==> config.mk <==
export PLATFORM = sky130hd
export DESIGN_NAME = imm_encoder
export DESIGN_NICKNAME = d
export VERILOG_FILES = /design/src/rtl/imm_encoder.sv
export SDC_FILE = /design/constraint.sdc
export NUM_CORES = 1
export LEC_CHECK = 0
export ABC_AREA = 0
export CAP_MARGIN = 10
export CORE_ASPECT_RATIO = 1.2
export CORE_MARGIN = 5
export CORE_UTILIZATION = 50
export DETAILED_ROUTE_END_ITERATION = 12
export HOLD_SLACK_MARGIN = 0.15
export PLACE_DENSITY = 0.86
export SLEW_MARGIN = 10
export SYNTH_ARGS = -nofsm -noshare
export SYNTH_HDL_FRONTEND = slang
export SYNTH_SLANG_ARGS = --single-unit
==> constraint.sdc <==
create_clock -name clk -period 2.94 [get_ports clk]
set_clock_uncertainty 0.2 [all_clocks]
set_input_delay 0.294 -clock clk [delete_from_list [all_inputs] [get_ports clk]]
set_output_delay 0.294 -clock clk [all_outputs]
set_load 0.02 [all_outputs]
==> src/rtl/imm_encoder.sv <==
// Inverse immediate extender: maps a 32-bit constant and ImmSrc-style mode to
// Instruction[23:0], or flags it as unencodable. Rotated immediates are searched iteratively.
module imm_encoder #(
  parameter int unsigned ROTS_PER_CYCLE = 1
) (
  input  logic        clk,
  input  logic        reset_n,
  input  logic        in_valid,
  output logic        in_ready,
  input  logic [1:0]  in_mode,
  input  logic [31:0] in_value,
  output logic        out_valid,
  input  logic        out_ready,
  output logic        out_fits,
  output logic [23:0] out_field
);

  typedef enum logic [1:0] {
    IDLE   = 2'd0,
    SEARCH = 2'd1,
    DONE   = 2'd2
  } state_t;

  state_t      state_q, state_d;
  logic [31:0] value_q, value_d;
  logic [3:0]  rot_q, rot_d;
  logic        out_valid_q, out_valid_d;
  logic        out_fits_q, out_fits_d;
  logic [23:0] out_field_q, out_field_d;

  logic        hit;
  logic [3:0]  hit_rot;
  logic [7:0]  hit_imm;
  logic        last_batch;

  // Left rotation by 2*r: upper half of the doubled word shifted left.
  function automatic logic [31:0] rotl2(input logic [31:0] v, input logic [3:0] r);
    logic [63:0] dbl;
    dbl = {v, v} << {r, 1'b0};
    return dbl[63:32];
  endfunction

  // Tests this cycle's batch of rotations; the lowest hitting rotation wins.
  always_comb begin : search
    logic [3:0]  r;
    logic [31:0] cand;
    hit     = 1'b0;
    hit_rot = '0;
    hit_imm = '0;
    r       = '0;
    cand    = '0;
    for (int unsigned i = 0; i < ROTS_PER_CYCLE; i++) begin
      r    = rot_q + 4'(i);
      cand = rotl2(value_q, r);
      if (!hit && cand[31:8] == '0) begin
        hit     = 1'b1;
        hit_rot = r;
        hit_imm = cand[7:0];
      end
    end
  end

  assign last_batch = ({1'b0, rot_q} + 5'(ROTS_PER_CYCLE)) == 5'd16;

  always_comb begin
    state_d     = state_q;
    value_d     = value_q;
    rot_d       = rot_q;
    out_valid_d = out_valid_q;
    out_fits_d  = out_fits_q;
    out_field_d = out_field_q;
    unique case (state_q)
      IDLE: begin
        if (in_valid) begin
          value_d = in_value;
          rot_d   = '0;
          unique case (in_mode)
            2'b00: state_d = SEARCH;
            2'b01: begin
              state_d     = DONE;
              out_valid_d = 1'b1;
              out_fits_d  = (in_value[31:12] == '0);
              out_field_d = (in_value[31:12] == '0) ? {12'b0, in_value[11:0]} : '0;
            end
            2'b10: begin
              state_d     = DONE;
              out_valid_d = 1'b1;
              out_fits_d  = (in_value[1:0] == '0) && (in_value[31:26] == {6{in_value[25]}});
              out_field_d = ((in_value[1:0] == '0) && (in_value[31:26] == {6{in_value[25]}}))
                            ? in_value[25:2] : '0;
            end
            default: begin
              state_d     = DONE;
              out_valid_d = 1'b1;
              out_fits_d  = 1'b0;
              out_field_d = '0;
            end
          endcase
        end
      end
      SEARCH: begin
        if (hit) begin
          state_d     = DONE;
          out_valid_d = 1'b1;
          out_fits_d  = 1'b1;
          out_field_d = {12'b0, hit_rot, hit_imm};
        end else if (last_batch) begin
          state_d     = DONE;
          out_valid_d = 1'b1;
          out_fits_d  = 1'b0;
          out_field_d = '0;
        end else begin
          rot_d = rot_q + 4'(ROTS_PER_CYCLE);
        end
      end
      DONE: begin
        if (out_ready) begin
          state_d     = IDLE;
          rot_d       = '0;
          out_valid_d = 1'b0;
          out_fits_d  = 1'b0;
          out_field_d = '0;
        end
      end
      default: state_d = IDLE;
    endcase
  end

  always_ff @(posedge clk or negedge reset_n) begin
    if (!reset_n) begin
      state_q     <= IDLE;
      value_q     <= '0;
      rot_q       <= '0;
      out_valid_q <= 1'b0;
      out_fits_q  <= 1'b0;
      out_field_q <= '0;
    end else begin
      state_q     <= state_d;
      value_q     <= value_d;
      rot_q       <= rot_d;
      out_valid_q <= out_valid_d;
      out_fits_q  <= out_fits_d;
      out_field_q <= out_field_d;
    end
  end

  assign in_ready  = (state_q == IDLE);
  assign out_valid = out_valid_q;
  assign out_fits  = out_fits_q;
  assign out_field = out_field_q;

endmodule

==> results of run 1 <==
==> worst max-delay path: stages, from the launching register on <==
cell	delay, ns
dfrtp_2	0.48
buf_12	0.16
buf_12	0.13
nor3_4	0.21
a211oi_2	0.08
a2111oi_2	0.47
a31oi_1	0.13
o31a_2	0.39
o31ai_4	0.28
buf_6	0.18
buf_12	0.15
mux2i_2	0.24
==> kinds of logic (layout without fill, tap and decap cells) <==
kind of cell	after synthesis	in the layout	share of synthesized area [%]
AND/OR/NAND/NOR	137	137	13.7
multiplexers	108	108	28.3
AO/OA/AOI/OAI	104	104	15.7
buffers and inverters	82	212	8.54
flip-flops	64	64	31.5
adder cells (fa/ha/maj)	9	9	2.22
==> cell usage in the layout, fill, tap and decap left out, types with 4 or more instances in the layout <==
cell / count
a21oi_1: 15
a22o_1: 11
a31oi_1: 9
a41oi_1: 6
and3_1: 5
buf_12: 6
buf_4: 75
buf_6: 7
clkbuf_16: 9
clkdlybuf4s50_1: 63
dfrtp_1: 62
ha_1: 9
inv_1: 36
mux2_2: 40
mux2i_1: 33
mux2i_2: 5
mux4_2: 24
nand2_1: 34
nand2b_1: 4
nand3_1: 6
nand4_1: 4
nor2_1: 30
nor3_1: 18
nor3_2: 5
nor3b_1: 7
o211ai_1: 7
o21a_1: 4
o21ai_0: 8
==> worst paths after layout <==
| kind | start | cells past startpoint | endpoint | slack, ns |
|---|---|---|---|---|
| max in group asynchronous | reset_n | 3 | rot_q[1] | 1.43 |
| min in group asynchronous | reset_n | 3 | out_field[23] | 0.51 |
| worst min-delay path | out_valid | 1 | out_valid | 0.30 |
| worst max-delay path | rot_q[0] | 11 | out_field[0] | -0.26 |
| worst max register to register | rot_q[0] | 11 | out_field[0] | -0.26 |
| worst min register to register | out_valid | 1 | out_valid | 0.30 |
==> sequential cells by signal, indices dropped and copies added, names as in the netlist <==
name and flops:
value_q 32, out_field 24, rot_q 4, state_q 2
out_fits 1, out_valid 1
==> per-layer routing <==
metal  share of wire, %  vias up  routed length (um)
met4                7.7        0                1450
met5                  0        -                   0
met2                 48      474                9100
li1                   -     2145                   -
met1                 34     2481                6470
met3                 10      145                1890
==> where the power goes <==
part,internal (uW),switching [uW]
sequential,1130,602
clock,754,436
combinational,2120,1880
total,4000,2910
==> cell type report <==
class | count | area share [%]
Multi-Input combinational cell | 358 | 46.6
Sequential cell | 64 | 22.8
Timing Repair Buffer | 158 | 21.7
Clock buffer | 9 | 3.20
Tap cell | 126 | 2.24
Inverter | 38 | 2.05
Clock inverter | 7 | 1.46
==> per-stage QoR <==
step           worst slack, ns  area [um2]
2_1_floorplan          0.00223        5080
3_3_place_gp            -0.124        6180
3_5_place_dp            -0.326        6180
4_1_cts                 -0.123        6800
5_1_grt                 -0.328        7030
6_report                -0.260        7030
==> repair_timing <==
item | 4_1_cts | 5_1_grt
pin swaps | 9 | 11
gates cloned | 4 | 1
buffers inserted | 9 | 10
resized for setup | 34 | 38
hold endpoints to repair | 64 | 0
hold buffers | 1 | 0
endpoints found under the setup margin | 32 | 32
==> impl_metrics.csv, run 1 <==
group,metric,value,unit
finish,drive_gt1_share,35.0,%
global_routing,grtUsageTotal,29.9,%
synth,synth_async_sr_flop_share,100,%
global_routing,use_met3,5.31,%
sta,worst_slew_pin_slew,0.831,ns
clock_tree,cts_tree,"built",
hold_path,hp-class,"reg2reg",
finish,regArea,1600,um2
worst_setup_path,crit_type,"reg2reg",
finish,fillerInstances,607,
worst_setup_path,cp-end-kind,"register",
synth,synth_commonest_cells,"64 x dfrtp_1, 41 x mux2_2, 39 x mux2i_1, 36 x inv_1, 34 x nand2_1",
sta,fin_crit,3.20,ns
synth,yosysTopAreaCell,"dfrtp_1",
synth,ys_warn_count,0,
floorplan,start_util,51.0,%
global_routing,busiest_layer,"met2",
power,p_leak,0.00280,uW
synth,postSynthCellCount,504,
finish,multi_input_area,3280,um2
synth,post_synth_main_area_contributors,"dfrtp_1 32%, mux4_2 11%, mux2_2 9.1%",
placed_design,dp.cells,722,
global_routing,grt_max_degree,65,
routing,viasPerCell,6.90,
routing,vias,5245,
placed_design,hpwl,12.1,mm
floorplan,fp.dieW,102,um
routing,routedWlPerCell,24.9,um
synth,synth_cell_types,64,
power,fin_total_pwr,6920,uW
sta,fmaxAchievable,0.312,GHz
run_status,failed_checks,"setup timing",
routing,drtIter0Drc,614,
sta,slew_headroom,44.6,%
clock_tree,clk_path_buf_depth,2,
finish,final_nets,676,
clock_tree,cts_root_buf,"clkbuf_16",
sta,rsz0062_at_grt,"yes",
floorplan,die_y,120,um
placed_design,io_buffers,64,
clock_tree,cts.reportedPaths.clkPinSlew,0.06,ns
global_routing,use_met1,36.2,%
clock_tree,cts_made_buffers,9,
worst_setup_path,crit_arrival,3.24,ns
finish,fin_cells,760,
global_routing,antenna_found_initial,0,
clock_tree,htree_levels,3,
routing,drt_first_pass_iters,5,
sta,hold_slack,0.305,ns
synth,yosys_register_bits,64,
synth,synth-edff-count,0,
floorplan,boundaryPins,65,
synth,yosysMostFrequentCell,"dfrtp_1",
sta,setup_slack,-0.260,ns
floorplan,fp.dieArea,12300,um2
global_routing,use_met2,49.5,%
finish,final_util,70.6,%
clock_tree,numClockSinks,64,
flow_run,max_cap_violations,0,
synth,syn-num-nets,551,
synth,yosysTopAreaCellShare,31.5,%
routing,route.detailed.drc,0,
finish,antennaDiodeCount,0,
global_routing,grt_pass1_wl,28.3,mm
placed_design,routabilityCongestion,0.995,
synth,syn_area_per_cell,10.1,um2
floorplan,fp.coreArea,9960,um2
sta,layout_worst_path_cycle_share,109,%
clock_tree,worstSkewPairLatency,0.33,ns
finish,syn_to_final_growth,38.4,%
sta,fin_setup_tns,-5.80,ns
worst_setup_path,critical_path.max_fanout,9,
synth,ys_seq_area_share,31.5,%
sta,hold_viol,0,
global_routing,grt-ovfl-total,0,
worst_setup_path,critPathLaunchType,"register",
routing,postRouteAntennaNets,0,
global_routing,grt_pass1_vias,5204,
routing,postRouteWirelength,18.9,mm
power,cellPowerDensity,984,nW/um2
power,peakVddDrop,0.000611,V
synth,synth_ff_type,"dfrtp_1",
synth,synth_area,5080,um2
sta,finalSetupViolCount,32,
sta,maxSlewViolCount,0,
run_status,status,"finished with violations",
worst_setup_path,critPathRequiredTime,2.98,ns
floorplan,fp-row-count,40,
Power figures use the tool's default switching activity.
==> inputs of run 2 (changes only) <==
--- a/config.mk
+++ b/config.mk
@@ -13,7 +13,7 @@
 export DETAILED_ROUTE_END_ITERATION = 12
 export HOLD_SLACK_MARGIN = 0.15
 export PLACE_DENSITY = 0.86
-export SLEW_MARGIN = 10
+export SLEW_MARGIN = 20
 export SYNTH_ARGS = -nofsm -noshare
 export SYNTH_HDL_FRONTEND = slang
 export SYNTH_SLANG_ARGS = --single-unit
==> constraint.sdc (replaced) <==
create_clock -name clk -period 2.94 [get_ports clk]
set_clock_uncertainty 0.2 [all_clocks]
set_input_delay 0.441 -clock clk [delete_from_list [all_inputs] [get_ports clk]]
set_output_delay 0.441 -clock clk [all_outputs]
set_load 0.02 [all_outputs]
==> impl_metrics.csv, run 2 (synthesis results as in run 1) <==
group,metric,value,unit
clock_tree,clk_path_buf_depth,2,
sta,finalSetupViolCount,32,
finish,mostFrequentLayoutCells,"67 x buf_4, 63 x clkdlybuf4s50_1, 62 x dfrtp_1, 40 x mux2_2, 36 x inv_1",
floorplan,start_util,51.0,%
hold_path,hold_end,"out_valid",
floorplan,fp.coreArea,9960,um2
finish,final_nets,672,
sta,maxSlewViolCount,0,
power,intPower,3890,uW
floorplan,die_y,120,um
worst_setup_path,setup.worst_path.start,"rot_q[0]",
placed_design,hpwl,12.1,mm
sta,setup_slack,-0.147,ns
finish,largest_reg_flops,32,
finish,layout_commonest_cell,"buf_4",
sta,layout_worst_path_cycle_share,105,%
finish,syn_to_final_growth,36.3,%
sta,fmaxAchievable,0.324,GHz
hold_path,min_from,"out_valid",
worst_setup_path,crit_arrival,3.14,ns
power,seqPwrFrac,25.3,%
clock_tree,cts_made_buffers,9,
power,cellPowerDensity,975,nW/um2
finish,regMostFlops,"value_q",
routing,routedWlPerCell,24.6,um
placed_design,io_buffers,64,
power,peakVddDrop,0.000533,V
hold_path,hp-class,"reg2reg",
clock_tree,cts_tree,"built",
worst_setup_path,worstRegToRegCells,10,
worst_setup_path,critPathLaunchType,"register",
global_routing,grtUsageTotal,30.2,%
run_status,status,"finished with violations",
global_routing,grt_max_degree,34,
sta,hold_viol,0,
clock_tree,numClockSinks,64,
worst_setup_path,cp-end-kind,"register",
placed_design,place_ws,-0.300,ns
global_routing,grt_pass1_vias,5367,
floorplan,fp-row-count,40,
flow_run,max_cap_violations,0,
routing,drt_first_pass_iters,6,
sta,rsz0062_at_grt,"yes",
worst_setup_path,r2r_setup_slack,-0.15,ns
floorplan,fp.dieW,102,um
power,p_leak,0.00277,uW
run_status,failed_checks,"setup timing",
routing,postRouteWirelength,18.6,mm
clock_tree,cts.reportedPaths.clkPinSlew,0.06,ns
floorplan,fp.dieArea,12300,um2
power,fin_total_pwr,6750,uW
clock_tree,cts_root_buf,"clkbuf_16",
worst_setup_path,critical_path.max_fanout,7,
clock_tree,htree_levels,3,
hold_path,worstHoldPathCells,1,
sta,fin_crit,3.09,ns
sta,worst_slew_pin_slew,0.729,ns
routing,viasPerCell,6.92,
routing,drtIter0Drc,792,
clock_tree,worstSkewPairLatency,0.33,ns
global_routing,antenna_found_initial,0,
global_routing,grt_pass1_wl,29.0,mm
global_routing,grt-ovfl-total,0,
sta,slew_headroom,51.4,%
power,p_sw,2860,uW
routing,route.detailed.drc,0,
worst_setup_path,crit_type,"reg2reg",
routing,postRouteAntennaNets,0,
power,p_comb_share,57.0,%
floorplan,boundaryPins,65,
power,pwr-share-clk,17.7,%
finish,antennaDiodeCount,0,
worst_setup_path,r2r_end,"out_field[13]",
placed_design,routabilityCongestion,1.04,
finish,drive_gt1_share,33.7,%
routing,vias,5232,
worst_setup_path,critPathRequiredTime,2.99,ns
power,p_sw_share,42.4,%
worst_setup_path,r2r-start,"rot_q[0]",
## run 2: critical path: stages (launching register included)
cell     delay [ns]
dfrtp_4        0.46
buf_6          0.15
mux2_2         0.39
or3_1          0.36
o21ai_0        0.10
a31oi_1        0.16
or3_4          0.42
o31ai_4        0.22
buf_6          0.17
buf_12         0.14
mux2i_2        0.22
## run 2: routing by layer
layer  wire length [um]  GRT usage [%]  part of all wire (%)
met1               6170           36.8                    33
met3               2190           7.96                    12
met4               1410           16.3                   7.6
met2               8860           48.1                    48
met5                  0              0                     0
## run 2: repair_timing
item                                   4_1_cts  5_1_grt
resized for setup                           33       29
setup buffers                               14        3
endpoints found under the hold margin       31        0
hold buffers                                 1        0
setup endpoints to repair                   32       32
gates cloned                                 2        1
pin swaps                                   13        6
## run 2: worst max-delay path by stage
stage,endpoint,slack [ns]
6_report,out_field[13],-0.15
5_1_grt,out_field[7],-0.25
4_1_cts,out_field[13],-0.07
3_5_place_dp,out_field[17],-0.30
3_3_place_gp,out_field[22],-0.18
2_1_floorplan,out_valid,0.002
## run 2: metrics by stage
step	setup TNS, ns	hold WS [ns]	std cells	utilization [%]	instance area, um2
floorplan	0	-0.0546	504	-	5080
global placement	-4.73	0.293	721	62.1	6180
detailed placement	-7.23	0.302	721	62.1	6180
CTS	-0.931	0.315	753	68.2	6790
global route	-6.62	0.347	756	69.5	6930
finish	-3.30	0.316	756	69.5	6930
## run 2: area by class of cell
type,count,area (um2)
clock buffer,9,225
multi-input combinational,358,3220
clock inverter,7,103
sequential,64,1610
timing repair buffer,154,1470
inverter,38,143
tap,126,158
fill,623,3030
## run 2: power groups by stage
stage                     registers [uW]  clock network [uW]  logic [uW]
after global routing                1710                1240        4030
after CTS                           1620                1190        3620
after global placement              1610                   0        3010
after floorplan                     1390                   0        2370
final                               1710                1200        3850
after detailed placement            1630                   0        3110
